### config.mk
export PLATFORM = sky130hd
export DESIGN_NAME = i2c_xfer_arbiter
export DESIGN_NICKNAME = d
export VERILOG_FILES = /design/src/rtl/i2c_xfer_arbiter.sv
export SDC_FILE = /design/constraint.sdc
export NUM_CORES = 1
export LEC_CHECK = 0
export ABC_AREA = 0
export CELL_PAD_IN_SITES_DETAIL_PLACEMENT = 0
export CELL_PAD_IN_SITES_GLOBAL_PLACEMENT = 1
export CORE_ASPECT_RATIO = 0.75
export CORE_MARGIN = 8
export CORE_UTILIZATION = 31
export DETAILED_ROUTE_END_ITERATION = 8
export GPL_ROUTABILITY_DRIVEN = 1
export GPL_TIMING_DRIVEN = 0
export PLACE_DENSITY = 0.85
export SLEW_MARGIN = 25
export SYNTH_ARGS = -nofsm -noshare
export SYNTH_HDL_FRONTEND = slang
export SYNTH_SLANG_ARGS = --single-unit
### constraint.sdc
create_clock -name clk -period 1.9 [get_ports clk]
set_input_delay 0.38 -clock clk [delete_from_list [all_inputs] [get_ports clk]]
set_output_delay 0.38 -clock clk [all_outputs]
set_load 0.05 [all_outputs]
### src/rtl/i2c_xfer_arbiter.sv
// Round-robin arbiter granting one requester at a time a single-byte I2C transfer on a shared byte engine.
// Start 2 cycles after a request is sampled; holds in ISSUE while eng_ready=0; WAIT aborts after TIMEOUT_CYC cycles.
module i2c_xfer_arbiter #(
  parameter int NUM_REQ     = 4,
  parameter int TIMEOUT_CYC = 1024
) (
  input  logic                   clk,
  input  logic                   rst_n,
  input  logic [NUM_REQ-1:0]     req,
  input  logic [7*NUM_REQ-1:0]   req_addr,
  input  logic [NUM_REQ-1:0]     req_rw,
  input  logic [8*NUM_REQ-1:0]   req_wdata,
  output logic [NUM_REQ-1:0]     gnt,
  output logic [NUM_REQ-1:0]     done,
  output logic [7:0]             rdata,
  output logic [1:0]             err,
  output logic                   eng_start,
  output logic [6:0]             eng_addr,
  output logic                   eng_rw,
  output logic [7:0]             eng_wdata,
  output logic                   eng_abort,
  input  logic                   eng_ready,
  input  logic                   eng_done,
  input  logic                   eng_nack,
  input  logic [7:0]             eng_rdata
);

  localparam int IW = $clog2(NUM_REQ);
  localparam int CW = $clog2(TIMEOUT_CYC);
  localparam logic [IW-1:0] LAST_IDX = IW'(NUM_REQ - 1);
  localparam logic [CW-1:0] CNT_LAST = CW'(TIMEOUT_CYC - 1);

  typedef enum logic [2:0] {
    S_IDLE,
    S_GRANT,
    S_ISSUE,
    S_WAIT,
    S_RESP
  } state_t;

  state_t               state_q, state_d;
  logic [IW-1:0]        ptr_q, ptr_d;
  logic [IW-1:0]        idx_q, idx_d;
  logic [CW-1:0]        cnt_q, cnt_d;
  logic [NUM_REQ-1:0]   gnt_q, gnt_d;
  logic [7:0]           rdata_q, rdata_d;
  logic [1:0]           err_q, err_d;
  logic [6:0]           addr_q, addr_d;
  logic                 rw_q, rw_d;
  logic [7:0]           wdata_q, wdata_d;

  logic [6:0]           addr_a  [NUM_REQ];
  logic [7:0]           wdata_a [NUM_REQ];

  for (genvar g = 0; g < NUM_REQ; g++) begin : g_unpack
    assign addr_a[g]  = req_addr[7*g +: 7];
    assign wdata_a[g] = req_wdata[8*g +: 8];
  end

  // Round-robin search: first asserted request at or above ptr, wrapping.
  logic                 win_vld;
  logic [IW-1:0]        win_idx;
  logic [IW:0]          rr_sum;
  logic [IW-1:0]        rr_idx;

  always_comb begin
    win_vld = 1'b0;
    win_idx = '0;
    rr_sum  = '0;
    rr_idx  = '0;
    for (int i = 0; i < NUM_REQ; i++) begin
      rr_sum = {1'b0, ptr_q} + (IW+1)'(i);
      if (rr_sum >= (IW+1)'(NUM_REQ)) begin
        rr_sum = rr_sum - (IW+1)'(NUM_REQ);
      end
      rr_idx = rr_sum[IW-1:0];
      if (!win_vld && req[rr_idx]) begin
        win_vld = 1'b1;
        win_idx = rr_idx;
      end
    end
  end

  always_comb begin
    state_d   = state_q;
    ptr_d     = ptr_q;
    idx_d     = idx_q;
    cnt_d     = cnt_q;
    gnt_d     = gnt_q;
    rdata_d   = rdata_q;
    err_d     = err_q;
    addr_d    = addr_q;
    rw_d      = rw_q;
    wdata_d   = wdata_q;
    eng_start = 1'b0;
    eng_abort = 1'b0;
    done      = '0;

    case (state_q)
      S_IDLE: begin
        if (win_vld) begin
          state_d = S_GRANT;
          idx_d   = win_idx;
          gnt_d   = NUM_REQ'(1) << win_idx;
          addr_d  = addr_a[win_idx];
          rw_d    = req_rw[win_idx];
          wdata_d = wdata_a[win_idx];
        end
      end

      S_GRANT: begin
        state_d = S_ISSUE;
      end

      S_ISSUE: begin
        if (eng_ready) begin
          eng_start = 1'b1;
          cnt_d     = '0;
          state_d   = S_WAIT;
        end
      end

      // A completion on the last counted cycle beats the timeout.
      S_WAIT: begin
        cnt_d = cnt_q + CW'(1);
        if (eng_done) begin
          state_d = S_RESP;
          err_d   = eng_nack ? 2'b01 : 2'b00;
          if (rw_q) begin
            rdata_d = eng_rdata;
          end
        end else if (cnt_q == CNT_LAST) begin
          eng_abort = 1'b1;
          err_d     = 2'b10;
          state_d   = S_RESP;
        end
      end

      S_RESP: begin
        done    = gnt_q;
        ptr_d   = (idx_q == LAST_IDX) ? '0 : idx_q + IW'(1);
        gnt_d   = '0;
        state_d = S_IDLE;
      end

      default: begin
        state_d = S_IDLE;
      end
    endcase
  end

  always_ff @(posedge clk or negedge rst_n) begin
    if (!rst_n) begin
      state_q <= S_IDLE;
      ptr_q   <= '0;
      idx_q   <= '0;
      cnt_q   <= '0;
      gnt_q   <= '0;
      rdata_q <= '0;
      err_q   <= '0;
      addr_q  <= '0;
      rw_q    <= 1'b0;
      wdata_q <= '0;
    end else begin
      state_q <= state_d;
      ptr_q   <= ptr_d;
      idx_q   <= idx_d;
      cnt_q   <= cnt_d;
      gnt_q   <= gnt_d;
      rdata_q <= rdata_d;
      err_q   <= err_d;
      addr_q  <= addr_d;
      rw_q    <= rw_d;
      wdata_q <= wdata_d;
    end
  end

  assign gnt       = gnt_q;
  assign rdata     = rdata_q;
  assign err       = err_q;
  assign eng_addr  = addr_q;
  assign eng_rw    = rw_q;
  assign eng_wdata = wdata_q;

`ifndef SYNTHESIS
  a_gnt_onehot0: assert property (@(posedge clk) disable iff (!rst_n) $onehot0(gnt));
  a_done_granted: assert property (@(posedge clk) disable iff (!rst_n) (done & ~gnt) == '0);
`endif

endmodule

==> results of run 1 <==
==> cells in the final DEF, fill, tap and decap left out, types with 3 or more instances in the layout <==
| master | instances |
|---|---|
| o21ai_0 | 21 |
| dlymetal6s2s_1 | 7 |
| buf_6 | 11 |
| buf_2 | 8 |
| a31oi_1 | 21 |
| nand3_1 | 10 |
| clkbuf_2 | 4 |
| and3_1 | 22 |
| o21ai_1 | 4 |
| dfrtp_1 | 46 |
| nand4_1 | 5 |
| nand2_1 | 20 |
| clkdlybuf4s50_1 | 97 |
| buf_4 | 18 |
| o211ai_1 | 16 |
| clkbuf_16 | 5 |
| a22oi_1 | 17 |
| a21oi_1 | 8 |
| a21oi_2 | 11 |
| nor2_1 | 21 |
| clkbuf_1 | 3 |
| mux2_2 | 9 |
==> final timing paths <==
check	startpoint	to	slack [ns]	depth (start not counted)
worst max register to register	state_q[0]$_DFFE_PN0P_	eng_wdata[7]$_DFFE_PN0P_	0.11	7
worst min register to register	cnt_q[6]$_DFFE_PN0P_	cnt_q[6]$_DFFE_PN0P_	0.49	1
worst min-delay path	rst_n	cnt_q[6]$_DFFE_PN0P_	0.09	1
min in group clk	req[0]	idx_q[0]$_DFFE_PN0P_	0.46	4
max in group asynchronous	rst_n	eng_wdata[3]$_DFFE_PN0P_	1.36	1
worst max-delay path	cnt_q[1]$_DFFE_PN0P_	eng_abort	-0.03	5
==> Yosys cell counts, types with 3 or more instances <==
master and number:
a21oi_1 8, a21oi_2 11, a22oi_1 17, a31oi_1 21, and3_1 24, buf_2 8
buf_6 8, clkbuf_1 8, dfrtp_1 47, inv_1 3, mux2_2 9, nand2_1 20
nand3_1 11, nand4_1 5, nor2_1 23, o211ai_1 16, o21ai_0 21, o21ai_1 4
==> where the power goes <==
group	leakage [nW]	total (mW)	switching [mW]	internal [mW]
clock	0.0804	1.03	0.400	0.626
combinational	1.26	4.05	2.50	1.56
sequential	0.577	1.63	0.233	1.40
==> area by class of cell <==
| type | instances | area, sq um |
|---|---|---|
| Fill cell | 874 | 4540 |
| Multi-Input combinational cell | 221 | 1460 |
| Timing Repair Buffer | 126 | 1230 |
| Sequential cell | 47 | 1180 |
| Buffer | 25 | 198 |
| Tap cell | 112 | 140 |
| Clock buffer | 5 | 125 |
| Clock inverter | 3 | 46.3 |
| Inverter | 3 | 11.3 |
==> cell families (layout without fill, tap and decap cells) <==
family / Yosys count / after routing / share of synthesized area [%]
adders and majority gates: 2 / 2 / 0.892
and+or+nand+nor: 98 / 98 / 18.8
AOI/OAI and AO/OA: 111 / 111 / 27.0
DFF: 47 / 47 / 41.9
buffers and inverters: 30 / 162 / 7.36
muxes: 10 / 10 / 3.97
==> routing by layer <==
layer	part of all wire, %	routed length [um]	vias up	global-route usage (%)
met5	0	0	-	0
met4	0.32	31	0	2.95
met3	9.7	954	2	6.97
met2	47	4570	115	25.8
met1	43	4250	1369	17.5
li1	-	-	1382	-
==> critical path, cell delays in order, from the launching register on <==
cell,delay [ns]
dfrtp_1,0.40
ha_4,0.15
and3_4,0.18
nand4_1,0.17
nor3_4,0.17
buf_6,0.18
==> what timing repair did <==
action,CTS,global route
gates resized for setup,49,17
pin swaps,4,4
setup buffers,10,3
endpoints found under the setup margin,18,25
gates cloned,0,0
==> flip-flops by register name (all words and copies together) (netlist names) <==
signal     cells
state_q        3
rdata          8
eng_rw         1
cnt_q         10
eng_addr       7
err            2
gnt            4
idx_q          2
ptr_q          2
eng_wdata      8
==> per-stage QoR <==
stage                     cell area [sq um]  total power, mW  instances  TNS (ns)
after floorplan                        2820             4.21        298         0
after global placement                 4090             5.46        523    -54.86
after detailed placement               4090             5.52        523     -8.57
after CTS                              4340             6.70        540   -0.0987
after global routing                   4390             7.08        542   -0.0916
final                                  4390             6.71        542   -0.0264
==> impl_metrics.py, run 1 <==
metrics = {
    "outcome": {
        "status": "complete, but fails checks",
        "violations": "negative setup slack",
    },
    "sta": {
        "fin_crit_ns": 1.93,
        "slew_headroom_pct": 56.8,
        "drv_slew": 0,
        "timing.final.ws_setup_ns": -0.0264,
        "worstMarginPinSlew_ns": 0.647,
        "timing.hold.ws_ns": 0.0935,
        "grt_setup_unrepaired": "yes",
        "finClkSkew_ns": 0.00620,
        "period_share_pct": 101,
        "setup_viol": 1,
        "hold_viol": 0,
        "max_clock_freq_mhz": 519,
    },
    "clocking": {
        "cts.path.max_buffers": 2,
        "htreeDepth": 2,
        "clk_latency_ns": 0.29,
        "ctsHoldBuffers": 0,
        "cts_tree": "done",
        "cts-root-buf": "clkbuf_16",
        "path_clk_slew_ns": 0.07,
        "cts_buffers": 5,
        "clock-sinks": 47,
    },
    "synthesis": {
        "netlist_instances": 298,
        "synth_warnings": 0,
        "syn_nets": 381,
        "synth_edf_count": 0,
        "synth_cell_type_count": 45,
        "ys_ff_latch": 47,
        "synth_top_area_share_pct": 41.9,
        "syn_area_sq_mm": 0.00281,
        "synth_top_area_cell": "dfrtp_1",
        "synth_flop_cell": "dfrtp_1",
        "synth_area_leaders": "dfrtp_1 42%, and3_1 5.4%, a31oi_1 4.7%",
        "syn_area_per_cell_sq_um": 9.41,
        "synth-seq-area-share_pct": 41.9,
        "async_reset_ff_share_pct": 100,
    },
    "place": {
        "gp_congestion": 0.752,
        "dp_slack_ns": -0.709,
        "dp_hpwl_mm": 7.26,
        "portBuffers": 113,
    },
    "die": {
        "die_x_um": 126,
        "boundaryPins": 117,
        "die_h_um": 98.4,
        "core_area_sq_mm": 0.00893,
        "initial_core_util_pct": 31.4,
        "die-area_sq_mm": 0.0124,
        "std_cell_rows": 30,
    },
    "final_layout": {
        "nets": 512,
        "utilization_pct": 49.1,
        "drive_gt1_share_pct": 20.0,
        "n_antenna_cell": 0,
        "areaGrowthSynthToFinish_pct": 56.5,
    },
    "critical_path": {
        "worstPathRequired_ns": 1.52,
        "cp.arrival_ns": 1.55,
        "end_kind": "primary output",
        "startpoint_type": "flop",
        "worst-path-max-fanout": 2,
        "critPathKind": "flop to primary output",
    },
    "job": {
        "cap_violations": 0,
    },
    "global_route": {
        "grt_overflow": 0,
        "grt_max_degree": 48,
        "grt_pass1_wl_mm": 15.3,
        "antenna_found_initial": 0,
        "grt_pass1_vias": 3000,
        "track_usage_pct": 15.3,
    },
    "routing": {
        "wl_mm": 9.81,
        "wire_per_inst_um": 18.1,
        "via_count": 2868,
        "drc": 0,
        "drt-pass1-iter-count": 4,
        "drtIter0Drc": 155,
        "ant_nets": 0,
        "viasPerCell": 5.29,
    },
    "power_and_ir_drop": {
        "power_density_mw_per_mm2": 1530,
        "p_leak_nw": 1.92,
        "max-vdd-ir-drop_uv": 696,
    },
    "min_path": {
        "hold_class": "input pin to async pin",
    },
}
Power figures use the tool's default switching activity.
==> run 2, diff against run 1 <==
Settings changed: SLEW_MARGIN 25 to 40.
==> run 2 against run 1 <==
The run still ends with negative setup slack left. First-iteration DRC count rose by 19%. Non-clock buffer count shrank 1. Wire length is 0.53% lower. Sequential share of layout area down 0.11 points. Global-route usage decreased by 0.15 points. Worst setup slack improved by 0.0020 ns. Clock skew is essentially flat. Critical endpoint unchanged. Utilization up 0.21 points. Power barely moved.
==> impl_metrics.py, run 2 (same netlist as run 1, synthesis figures left out) <==
metrics = {
    "sta": {
        "finClkSkew_ns": 0.00612,
        "worstMarginPinSlew_ns": 0.693,
        "hold_viol": 0,
        "fin_crit_ns": 1.92,
        "drv_slew": 0,
        "max_clock_freq_mhz": 520,
        "setup_viol": 1,
        "slew_headroom_pct": 53.7,
        "period_share_pct": 101,
        "grt_setup_unrepaired": "yes",
        "timing.final.ws_setup_ns": -0.0244,
    },
    "outcome": {
        "status": "complete, but fails checks",
        "violations": "negative setup slack",
    },
    "routing": {
        "wl_mm": 9.76,
        "drc": 0,
        "viasPerCell": 5.27,
        "drt-pass1-iter-count": 4,
        "ant_nets": 0,
        "wire_per_inst_um": 18.0,
        "via_count": 2852,
        "drtIter0Drc": 184,
    },
    "clocking": {
        "cts_tree": "done",
        "clock-sinks": 47,
        "cts_buffers": 5,
        "cts.path.max_buffers": 2,
        "path_clk_slew_ns": 0.07,
        "htreeDepth": 2,
        "clk_latency_ns": 0.29,
        "cts-root-buf": "clkbuf_16",
    },
    "critical_path": {
        "rrSetupSlack_ns": 0.10,
        "end_kind": "primary output",
        "critPathKind": "flop to primary output",
        "worst-path-max-fanout": 4,
        "startpoint_type": "flop",
        "worstPathRequired_ns": 1.52,
        "cp.arrival_ns": 1.54,
    },
    "global_route": {
        "grt_overflow": 0,
        "track_usage_pct": 15.1,
        "grt_max_degree": 33,
        "grt_pass1_vias": 2942,
        "antenna_found_initial": 0,
        "grt_pass1_wl_mm": 15.1,
    },
    "final_layout": {
        "nets": 511,
        "final_common_cell": "clkdlybuf4s50_1",
        "layout_common_cells": "97 x clkdlybuf4s50_1, 46 x dfrtp_1, 22 x and3_1",
        "areaGrowthSynthToFinish_pct": 57.2,
        "fillerInstances": 838,
        "largest_reg_flops": 10,
        "drive_gt1_share_pct": 19.6,
        "final_cell_count_no_fill": 541,
        "n_antenna_cell": 0,
        "largest-register": "cnt_q",
    },
    "die": {
        "boundaryPins": 117,
        "die_x_um": 126,
        "initial_core_util_pct": 31.4,
        "core_area_sq_mm": 0.00893,
        "die-area_sq_mm": 0.0124,
        "std_cell_rows": 30,
        "die_h_um": 98.4,
    },
    "job": {
        "cap_violations": 0,
    },
    "min_path": {
        "hold_class": "input pin to flop",
    },
    "place": {
        "dp_hpwl_mm": 7.36,
        "portBuffers": 113,
        "gp_congestion": 0.752,
        "place_inst": 524,
    },
    "power_and_ir_drop": {
        "max-vdd-ir-drop_uv": 716,
        "p_total_mw": 6.71,
        "p_leak_nw": 1.92,
        "power_density_mw_per_mm2": 1520,
    },
}
run 2: changes by cell type in the layout (fill, tap and decap cells not counted), sizes merged:
cell,change
buf,-4
clkbuf,+2
clkinv,+1
clkinvlp,-1
dlygate4sd3,+1
run 2: timing repair:
item                                    CTS  global route
hold endpoints to repair                 15             0
setup buffers                             9             1
pin swaps                                 4             2
hold buffers                              1             0
gates resized for setup                  49            22
endpoints found under the setup margin   18            23
run 2: metal layers:
metal	vias to the layer above	track usage (%)	part of all wire, %
li1	1378	-	-
met1	1361	17.3	42
met2	109	25.1	46
met3	4	7.40	11
met4	0	3.23	0.50
met5	-	0	0
run 2: layout make-up:
| class | instances | area (sq um) | share of cell area [%] |
|---|---|---|---|
| Clock buffer | 5 | 125 | 2.84 |
| Tap cell | 112 | 140 | 3.18 |
| Clock inverter | 3 | 47.5 | 1.08 |
| Multi-Input combinational cell | 221 | 1460 | 33.2 |
| Inverter | 3 | 11.3 | 0.255 |
| Sequential cell | 47 | 1180 | 26.7 |
| Timing Repair Buffer | 125 | 1240 | 28.1 |
| Buffer | 25 | 203 | 4.60 |
run 2: stage by stage:
| stage | setup WS [ns] | hold slack [ns] | TNS, ns | area, sq um | util [%] |
|---|---|---|---|---|---|
| finish | -0.0244 | 0.464 | -0.0244 | 4410 | 49.4 |
| floorplan | 0.0227 | 0.0844 | 0 | 2820 | - |
| global placement | -1.00 | 0.462 | -54.86 | 4090 | 45.8 |
| detailed placement | -0.713 | 0.256 | -8.29 | 4110 | 46.0 |
| global route | -0.107 | 0.472 | -0.111 | 4410 | 49.4 |
| CTS | -0.0911 | 0.454 | -0.104 | 4360 | 48.8 |
run 2: report_power, final:
group | switching (mW) | internal, mW | leakage [nW] | total, mW
clock network | 0.421 | 0.629 | 0.0844 | 1.05
logic | 2.48 | 1.55 | 1.26 | 4.02
registers | 0.235 | 1.40 | 0.577 | 1.63
run 2: path summary, 6_finish.rpt:
path                                   startpoint                  endpoint  depth (start not counted)
setup / recovery             cnt_q[1]$_DFFE_PN0P_                 eng_abort                          5
hold / removal                             req[1]      idx_q[0]$_DFFE_PN0P_                          3
setup reg to reg           state_q[0]$_DFFE_PN0P_  eng_wdata[7]$_DFFE_PN0P_                          7
hold reg to reg              cnt_q[6]$_DFFE_PN0P_      cnt_q[6]$_DFFE_PN0P_                          1
max in group asynchronous                   rst_n   eng_addr[3]$_DFFE_PN0P_                          3
min in group asynchronous                   rst_n      cnt_q[6]$_DFFE_PN0P_                          2
run 2: critical path, stage by stage (launching register included):
cell and delay, ns:
dfrtp_1 0.40, ha_4 0.16, and3_4 0.19, nand4_1 0.16, nor3_4 0.16, buf_6 0.18
==> run 3, diff against run 2 <==
Settings changed: MAX_ROUTING_LAYER set to met4.
==> run 3 against run 2 <==
The flow still finishes with violations (negative setup slack). Combinational power hardly changed. Cell area stayed put. Clock skew is 0.0011 ns lower. Global-route usage is 0.43 points higher. Wire length is 1.0% lower.
==> impl_metrics.py, run 3 (same netlist as run 1, synthesis figures left out) <==
metrics = {
    "global_route": {
        "grt_overflow": 0,
        "antenna_found_initial": 0,
        "grt_pass1_vias": 2951,
        "grt_pass1_wl_mm": 15.1,
        "track_usage_pct": 15.6,
        "grt_max_degree": 33,
    },
    "critical_path": {
        "cpMaxStageDelayCell": "dfrtp_1",
        "startpoint": "cnt_q[1]$_DFFE_PN0P_",
        "endpoint": "eng_abort",
        "rrSetupSlack_ns": 0.10,
        "r2r_start": "state_q[0]$_DFFE_PN0P_",
        "r2r_end": "eng_wdata[7]$_DFFE_PN0P_",
        "end_kind": "primary output",
        "worst-path-max-fanout": 4,
        "path_cells": "ha_4 > and3_4 > nand4_1 > nor3_4 > buf_6",
        "cp.arrival_ns": 1.54,
        "worstPathRequired_ns": 1.52,
        "ff2ff_path_depth": 7,
        "cpPeakStageDelay_ns": 0.40,
        "startpoint_type": "flop",
        "critPathKind": "flop to primary output",
    },
    "clocking": {
        "cts.path.max_buffers": 2,
        "cts-root-buf": "clkbuf_16",
        "clk_latency_ns": 0.29,
        "htreeDepth": 2,
        "clock-sinks": 47,
        "cts_buffers": 5,
        "cts_tree": "done",
        "path_clk_slew_ns": 0.07,
    },
    "sta": {
        "hold_viol": 0,
        "fin_crit_ns": 1.92,
        "period_share_pct": 101,
        "worstMarginPinSlew_ns": 0.650,
        "max_clock_freq_mhz": 520,
        "drv_slew": 0,
        "slew_headroom_pct": 56.5,
        "fin_tns_setup_ns": -0.0239,
        "timing.final.ws_setup_ns": -0.0239,
        "grt_setup_unrepaired": "yes",
        "setup_viol": 1,
        "finClkSkew_ns": 0.00501,
    },
    "final_layout": {
        "n_antenna_cell": 0,
        "final_common_cell": "clkdlybuf4s50_1",
        "largest_reg_flops": 10,
        "areaGrowthSynthToFinish_pct": 57.2,
        "largest-register": "cnt_q",
        "utilization_pct": 49.4,
        "nets": 511,
        "drive_gt1_share_pct": 19.6,
        "fillerInstances": 838,
        "layout_common_cells": "97 x clkdlybuf4s50_1, 46 x dfrtp_1, 22 x and3_1",
        "multi_input_area_sq_mm": 0.00146,
        "regArea_sq_mm": 0.00118,
    },
    "outcome": {
        "status": "complete, but fails checks",
        "violations": "negative setup slack",
    },
    "routing": {
        "viasPerCell": 5.29,
        "drtIter0Drc": 200,
        "wire_per_inst_um": 17.9,
        "drt-pass1-iter-count": 4,
        "ant_nets": 0,
        "via_count": 2861,
        "wl_mm": 9.66,
        "drc": 0,
    },
    "die": {
        "std_cell_rows": 30,
        "boundaryPins": 117,
        "die_h_um": 98.4,
        "die-area_sq_mm": 0.0124,
        "core_area_sq_mm": 0.00893,
        "initial_core_util_pct": 31.4,
        "die_x_um": 126,
    },
    "job": {
        "cap_violations": 0,
    },
    "place": {
        "gp_congestion": 0.762,
        "dp_hpwl_mm": 7.36,
        "portBuffers": 113,
    },
    "power_and_ir_drop": {
        "p_leak_nw": 1.92,
        "power_density_mw_per_mm2": 1520,
        "max-vdd-ir-drop_uv": 714,
    },
    "min_path": {
        "hold_class": "input pin to flop",
    },
}
[run 3: cell counts in the layout (fill, tap and decap cells not counted)]
No cell type changed its count.
[run 3: metal layers]
layer,GRT usage (%),wire length [um],vias up
li1,-,-,1378
met1,18.2,4230,1360
met2,25.0,4450,119
met3,6.04,927,4
met4,3.23,49,0
met5,-,0,-
[run 3: metrics by stage]
step                      power (mW)  setup slack, ns  cell area [sq um]  hold WS (ns)  cells
after floorplan                 4.21           0.0227               2820        0.0844    298
after global placement          5.46            -1.00               4090         0.462    523
after detailed placement        5.52           -0.713               4110         0.256    524
after CTS                       6.69          -0.0911               4360         0.454    541
after global routing            7.08           -0.106               4410         0.472    541
final                           6.70          -0.0239               4410         0.465    541
[run 3: where the power goes]
part	internal, mW	total, mW	switching (mW)
combinational	1.55	4.02	2.47
clock	0.629	1.04	0.415
sequential	1.40	1.63	0.234
total	3.57	6.70	3.12
[run 3: area by class of cell]
type                       count  share of cell area (%)
multi-input combinational    221                    33.2
timing repair buffer         125                    28.1
sequential                    47                    26.7
buffer                        25                    4.60
tap                          112                    3.18
clock buffer                   5                    2.84
clock inverter                 3                    1.08
inverter                       3                   0.255
[run 3: how the worst min path moves through the flow]
stage	depth (start not counted)	end	startpoint
after global routing	3	idx_q[0]$_DFFE_PN0P_	req[1]
final	3	idx_q[0]$_DFFE_PN0P_	req[1]
after CTS	4	idx_q[0]$_DFFE_PN0P_	req[0]
after global placement	1	cnt_q[6]$_DFFE_PN0P_	cnt_q[6]$_DFFE_PN0P_
after detailed placement	1	cnt_q[6]$_DFFE_PN0P_	rst_n
after floorplan	0	cnt_q[0]$_DFFE_PN0P_	rst_n
[run 3: timing repair]
action	4_1_cts	5_1_grt
gates resized for setup	49	22
endpoints found under the hold margin	15	0
endpoints found under the setup margin	18	23
cloned	0	0
buffers inserted	9	1
hold buffers	1	0
pin swaps	4	2
[run 3: worst max-delay path, delay by kind of cell (launching register included)]
kind                       cells  cell delay (ns)
adders and majority gates      1             0.16
buffers and inverters          1             0.18
DFF                            1             0.40
and+or+nand+nor                3             0.51
==> edit 1: new RTL, flow settings as in run 1 <==
Register the output `err` once more, without a reset; this adds one clock of latency there. The other outputs are not delayed to match.
--- a/src/rtl/i2c_xfer_arbiter.sv
+++ b/src/rtl/i2c_xfer_arbiter.sv
@@ -179,3 +179,5 @@
   assign rdata     = rdata_q;
-  assign err       = err_q;
+  always_ff @(posedge clk) begin
+    err <= err_q;
+  end
   assign eng_addr  = addr_q;
Check against the original RTL: not equivalent (a bounded check fails within 10 cycles, from zero or initial values and one cycle with rst_n low).
==> edit 1 against run 1 <==
- count of clock-buffer cells in the layout unchanged
- global-route usage is 1.1 points lower
- synthesized cell count is 22% lower
- sequential cell count is 2 higher
- worst setup slack better by 69 ps
- cell area fell by 6.5%
- routed wire length shrank 16%
- synthesized area fell by 12%
- power is 8.9% lower
- largest cell class is now non-clock buffers
==> edit 1: results (changes against run 1) <==
crit path from: eng_wdata[6]
distinct cell type count after synthesis: 44 (-2.2%)
sequential group power: 1.74 mW (+7%)
net count of the mapped netlist: 315 (-17%)
Signal inverters: 2 (-1)
area delta synth->final: 65.6%
Buffers on Ports: 115 (+1.8%)
adder and majority cell fraction of the synthesized area: 1.01% (+0.12 points)
Cell Area, Placed: 3770 um2 (-7.7%)
Post-Synth XOR/XNOR Area: 0.707% (+0.71 points)
outcome: completed
timing endpoint of the critical path: eng_wdata[6]
Clock buf/inv share: 3.35% (-0.55 points)
leakage power: 1.87 nW (-2.8%)
CTS Root Buffer Type: sky130_fd_sc_hd__clkbuf_8
met1 track demand over resource: 18.7% (+1.2 points)
Repair and plain buffers: 141 (-6.6%)
Largest stage delay, worst path: 820 ps (+420 ps)
starting DRC count in detailed routing: 137 (-12%)
top cells by count, synth: sky130_fd_sc_hd__dfrtp_1 (47), sky130_fd_sc_hd__nand2_1 (30), sky130_fd_sc_hd__mux2i_1 (18)
worst clock skew: 6.45 ps (+0.256 ps)
number of global-route vias before repair: 2470 (-18%)
Place WS: -799 ps (-90.3 ps)
detailed-route wire length on metal 1: 3600 um (-15%)
Detail Placement HPWL: 6000 um (-17%)
Filler cells: 703 (-20%)
Async S/R FF share, synth: 95.9% (-4.1 points)
fraction of standard cell area in multi-input logic: 30.8% (-2.6 points)
detailed route wirelength on metal3: 648 um (-32%)
FF-to-FF setup slack: 50 ps (-60 ps)
R2R cell count: 6 (-1)
post-layout net count: 453 (-12%)
ratio of cells with drive above 1 in the final layout: 20.2% (+0.22 points)
sequential cell count of the final layout: 49 (+4.3%)
compound-cell area share of the yosys netlist: 20.2% (-6.8 points)
share of final layout cell area taken by non-clock buffers: 32.8% (+0.31 points)
Mean Syn Cell Area: 10.7 um2 (+13%)
multi-input combinational gate total: 171 (-23%)
routability congestion estimate: 0.768 (+2.1%)
final routed wire length divided by cell count: 17.3 um (-4.6%)
footprint of the flip-flops and latches: 1220 um2 (+3.5%)
## edit 1: worst min-delay path by stage
stage             start  depth (start not counted)        to
5_1_grt           rst_n                          1  rdata[5]
2_1_floorplan     rst_n                          0  cnt_q[0]
3_3_place_gp   err_q[1]                          0    err[1]
4_1_cts           rst_n                          1  rdata[5]
6_report          rst_n                          1  cnt_q[3]
3_5_place_dp   err_q[1]                          0    err[1]
## edit 1: through the flow
stage	hold WS, ps	instances	setup TNS, ps
after floorplan	84.4	232	0
after global placement	356	452	-61920
after detailed placement	362	452	-16880
after CTS	107	468	0
after global routing	125	476	-15.0
final	90.6	476	0
## edit 1: cells by family after synthesis
family | after synthesis
simple gates | 73
compound gates | 67
flops | 49
mux | 27
buf+inv | 12
xor+xnor | 2
fa+ha+maj | 2
## edit 1: repair_timing
| action | 4_1_cts | 5_1_grt |
|---|---|---|
| cloned | 1 | 0 |
| endpoints found under the setup margin | 41 | 41 |
| gates resized for setup | 57 | 29 |
| buffers inserted | 7 | 9 |
| pin swaps | 7 | 6 |
==> edit 2: new RTL, flow settings as in run 1 <==
Without the edit above. `TIMEOUT_CYC`: 1024 -> 512.
--- a/src/rtl/i2c_xfer_arbiter.sv
+++ b/src/rtl/i2c_xfer_arbiter.sv
@@ -4,3 +4,3 @@
   parameter int NUM_REQ     = 4,
-  parameter int TIMEOUT_CYC = 1024
+  parameter int TIMEOUT_CYC = 512
 ) (
Behaviour: no difference found for any inputs over 10 cycles, from zero or initial values and one cycle with rst_n low; that may be too few to reach the edited logic, so the function may still have changed.
==> edit 2 against run 1 <==
- the flow still finishes with violations (negative setup slack)
- critical path depth unchanged
- worst setup slack worse by 18 ps
- sequential cell count down 1
- cell area down 1.8%
- die area down 2.9%
- maximum frequency down 0.95%
- power up 0.39%
- synthesized area down 3.3%
- routed wire length down 2.5%
- largest cell class is now non-clock buffers
==> edit 2: results (changes against run 1) <==
biggest area contributors in the synthesized netlist: sky130_fd_sc_hd__dfrtp_1 (42%), sky130_fd_sc_hd__and3_1 (4.8%), sky130_fd_sc_hd__a22oi_1 (4.7%)
crit path from: state_q[1]
sequential area share after synthesis: 42.5% (+0.53 points)
largest fanout on the critical path: 6 (+4)
Post-Synth XOR/XNOR Area: 0.323% (+0.32 points)
antenna diode instance count: 0 (unchanged)
worst hold-check path type: in2async
number of global-route vias before repair: 2944 (-1.9%)
Rel. slew slack: 59.8% (+3.0 points)
adder and majority cell fraction of the synthesized area: 1.38% (+0.49 points)
number of optimization iterations in the first detailed-route pass: 4 (unchanged)
Skew-Pair Late Insertion Delay: 290 ps (about the same)
Final Hold Slack: 85.2 ps (-8.32 ps)
Reg2Reg Launch Point: state_q[0]
net count of the mapped netlist: 368 (-3.4%)
Slowest-stage cell, CP: sky130_fd_sc_hd__or4b_4
post-layout net count: 503 (-1.8%)
ratio of cells with drive above 1 in the final layout: 21.7% (+1.7 points)
number of standard cells in the layout, taps in and fillers out: 528 (-2.6%)
detailed-route via count: 2791 (-2.7%)
number of instances in the placed design: 505 (-3.4%)
flip-flop count of the largest register, all copies and words added: 9 (-1)
pin count of the biggest net entering global routing: 47 (-2.1%)
endpoints failing setup: 2 (+1)
clock buffer count from CTS: 5 (unchanged)
FF-to-FF setup slack: 70 ps (-40 ps)
CTS Root Buffer Type: sky130_fd_sc_hd__clkbuf_16
share of synthesized area spent on multiplexers: 4.48% (+0.51 points)
compound-cell area share of the yosys netlist: 25.6% (-1.4 points)
number of antenna violations at the first check in global routing: 0 (unchanged)
worst clock skew: 4.70 ps (-1.50 ps)
starting DRC count in detailed routing: 164 (+5.8%)
violations in the final reports: negative setup slack
Async S/R FF share, synth: 100% (unchanged)
Tot GR Track Use: 15.7% (+0.45 points)
arrival time reported for the critical path endpoint: 1560 ps
Peak VDD IR: 0.663 mV (-4.8%)
Largest stage delay, worst path: 550 ps (+150 ps)
power density normalized to cell area: 1560 nW/um2 (+2.2%)
delay-heaviest family, CP: simple AND/OR/NAND/NOR gates
Filler cells: 815 (-6.8%)
first-pass GRT wire length: 15200 um (-0.90%)
Place WS: -739 ps (-30.2 ps)
distinct cell type count after synthesis: 46 (+2.2%)
outcome: complete, but fails checks
leakage power: 1.88 nW (-2.1%)
least setup slack across all paths after layout: -44.8 ps (-18.5 ps)
Final Max Tran Viols: 0 (unchanged)
Detail Placement HPWL: 7000 um (-3.7%)
top cells by count, synth: sky130_fd_sc_hd__dfrtp_1 (46), sky130_fd_sc_hd__nor2_1 (24), sky130_fd_sc_hd__and3_1 (21)
routability congestion estimate: 0.772 (+2.7%)
Mean Syn Cell Area: 9.55 um2 (+1.4%)
total detailed-routing wirelength: 9570 um (-2.5%)
-- edit 2: layout make-up --
cell class / count / area, um2 / area share, %
plain buffers: 25 / 194 / 4.50
clock buffers: 5 / 125 / 2.90
well taps: 108 / 135 / 3.13
inverters: 4 / 20.0 / 0.464
multi-input cells: 209 / 1420 / 32.9
flip-flops and latches: 46 / 1150 / 26.7
repair buffers: 128 / 1240 / 28.8
clock inverters: 3 / 25.0 / 0.580
-- edit 2: path summary, 6_finish.rpt --
| check | endpoint | cells after the start |
|---|---|---|
| setup / recovery | eng_start | 5 |
| hold / removal | err[0] | 1 |
| setup reg to reg | eng_wdata[6] | 7 |
| hold reg to reg | cnt_q[7] | 1 |
| max in group asynchronous | eng_addr[2] | 1 |
| min in group clk | idx_q[0] | 4 |
-- edit 2: cell families after synthesis --
kind of cell	after synthesis
adders and majority gates	3
AOI/OAI and AO/OA	101
muxes	11
buffers and inverters	29
DFF	46
xor gates and xnor gates	1
and+or+nand+nor	93
-- edit 2: where the power goes --
| group | leakage (nW) | internal [mW] | switching (mW) |
|---|---|---|---|
| clock network | 0.0704 | 0.495 | 0.407 |
| logic | 1.25 | 1.63 | 2.57 |
| registers | 0.563 | 1.39 | 0.240 |
| total | 1.88 | 3.52 | 3.21 |
-- edit 2: layer usage --
metal / track usage (%) / routed length [um]
met1: 18.2 / 4010
met2: 25.5 / 4470
met3: 8.07 / 1040
met4: 2.83 / 47
met5: 0 / 0
-- edit 2: what timing repair did --
item,in CTS,in global routing
pin swaps,4,0
setup endpoints to repair,20,20
resized for setup,53,19
setup buffers,14,1
-- edit 2: metrics by stage --
stage               area [um2]  setup TNS, ps
finish                    4310          -67.5
global route              4310           -228
CTS                       4260           -105
detailed placement        3980          -9760
global placement          3980         -53300
floorplan                 2710              0
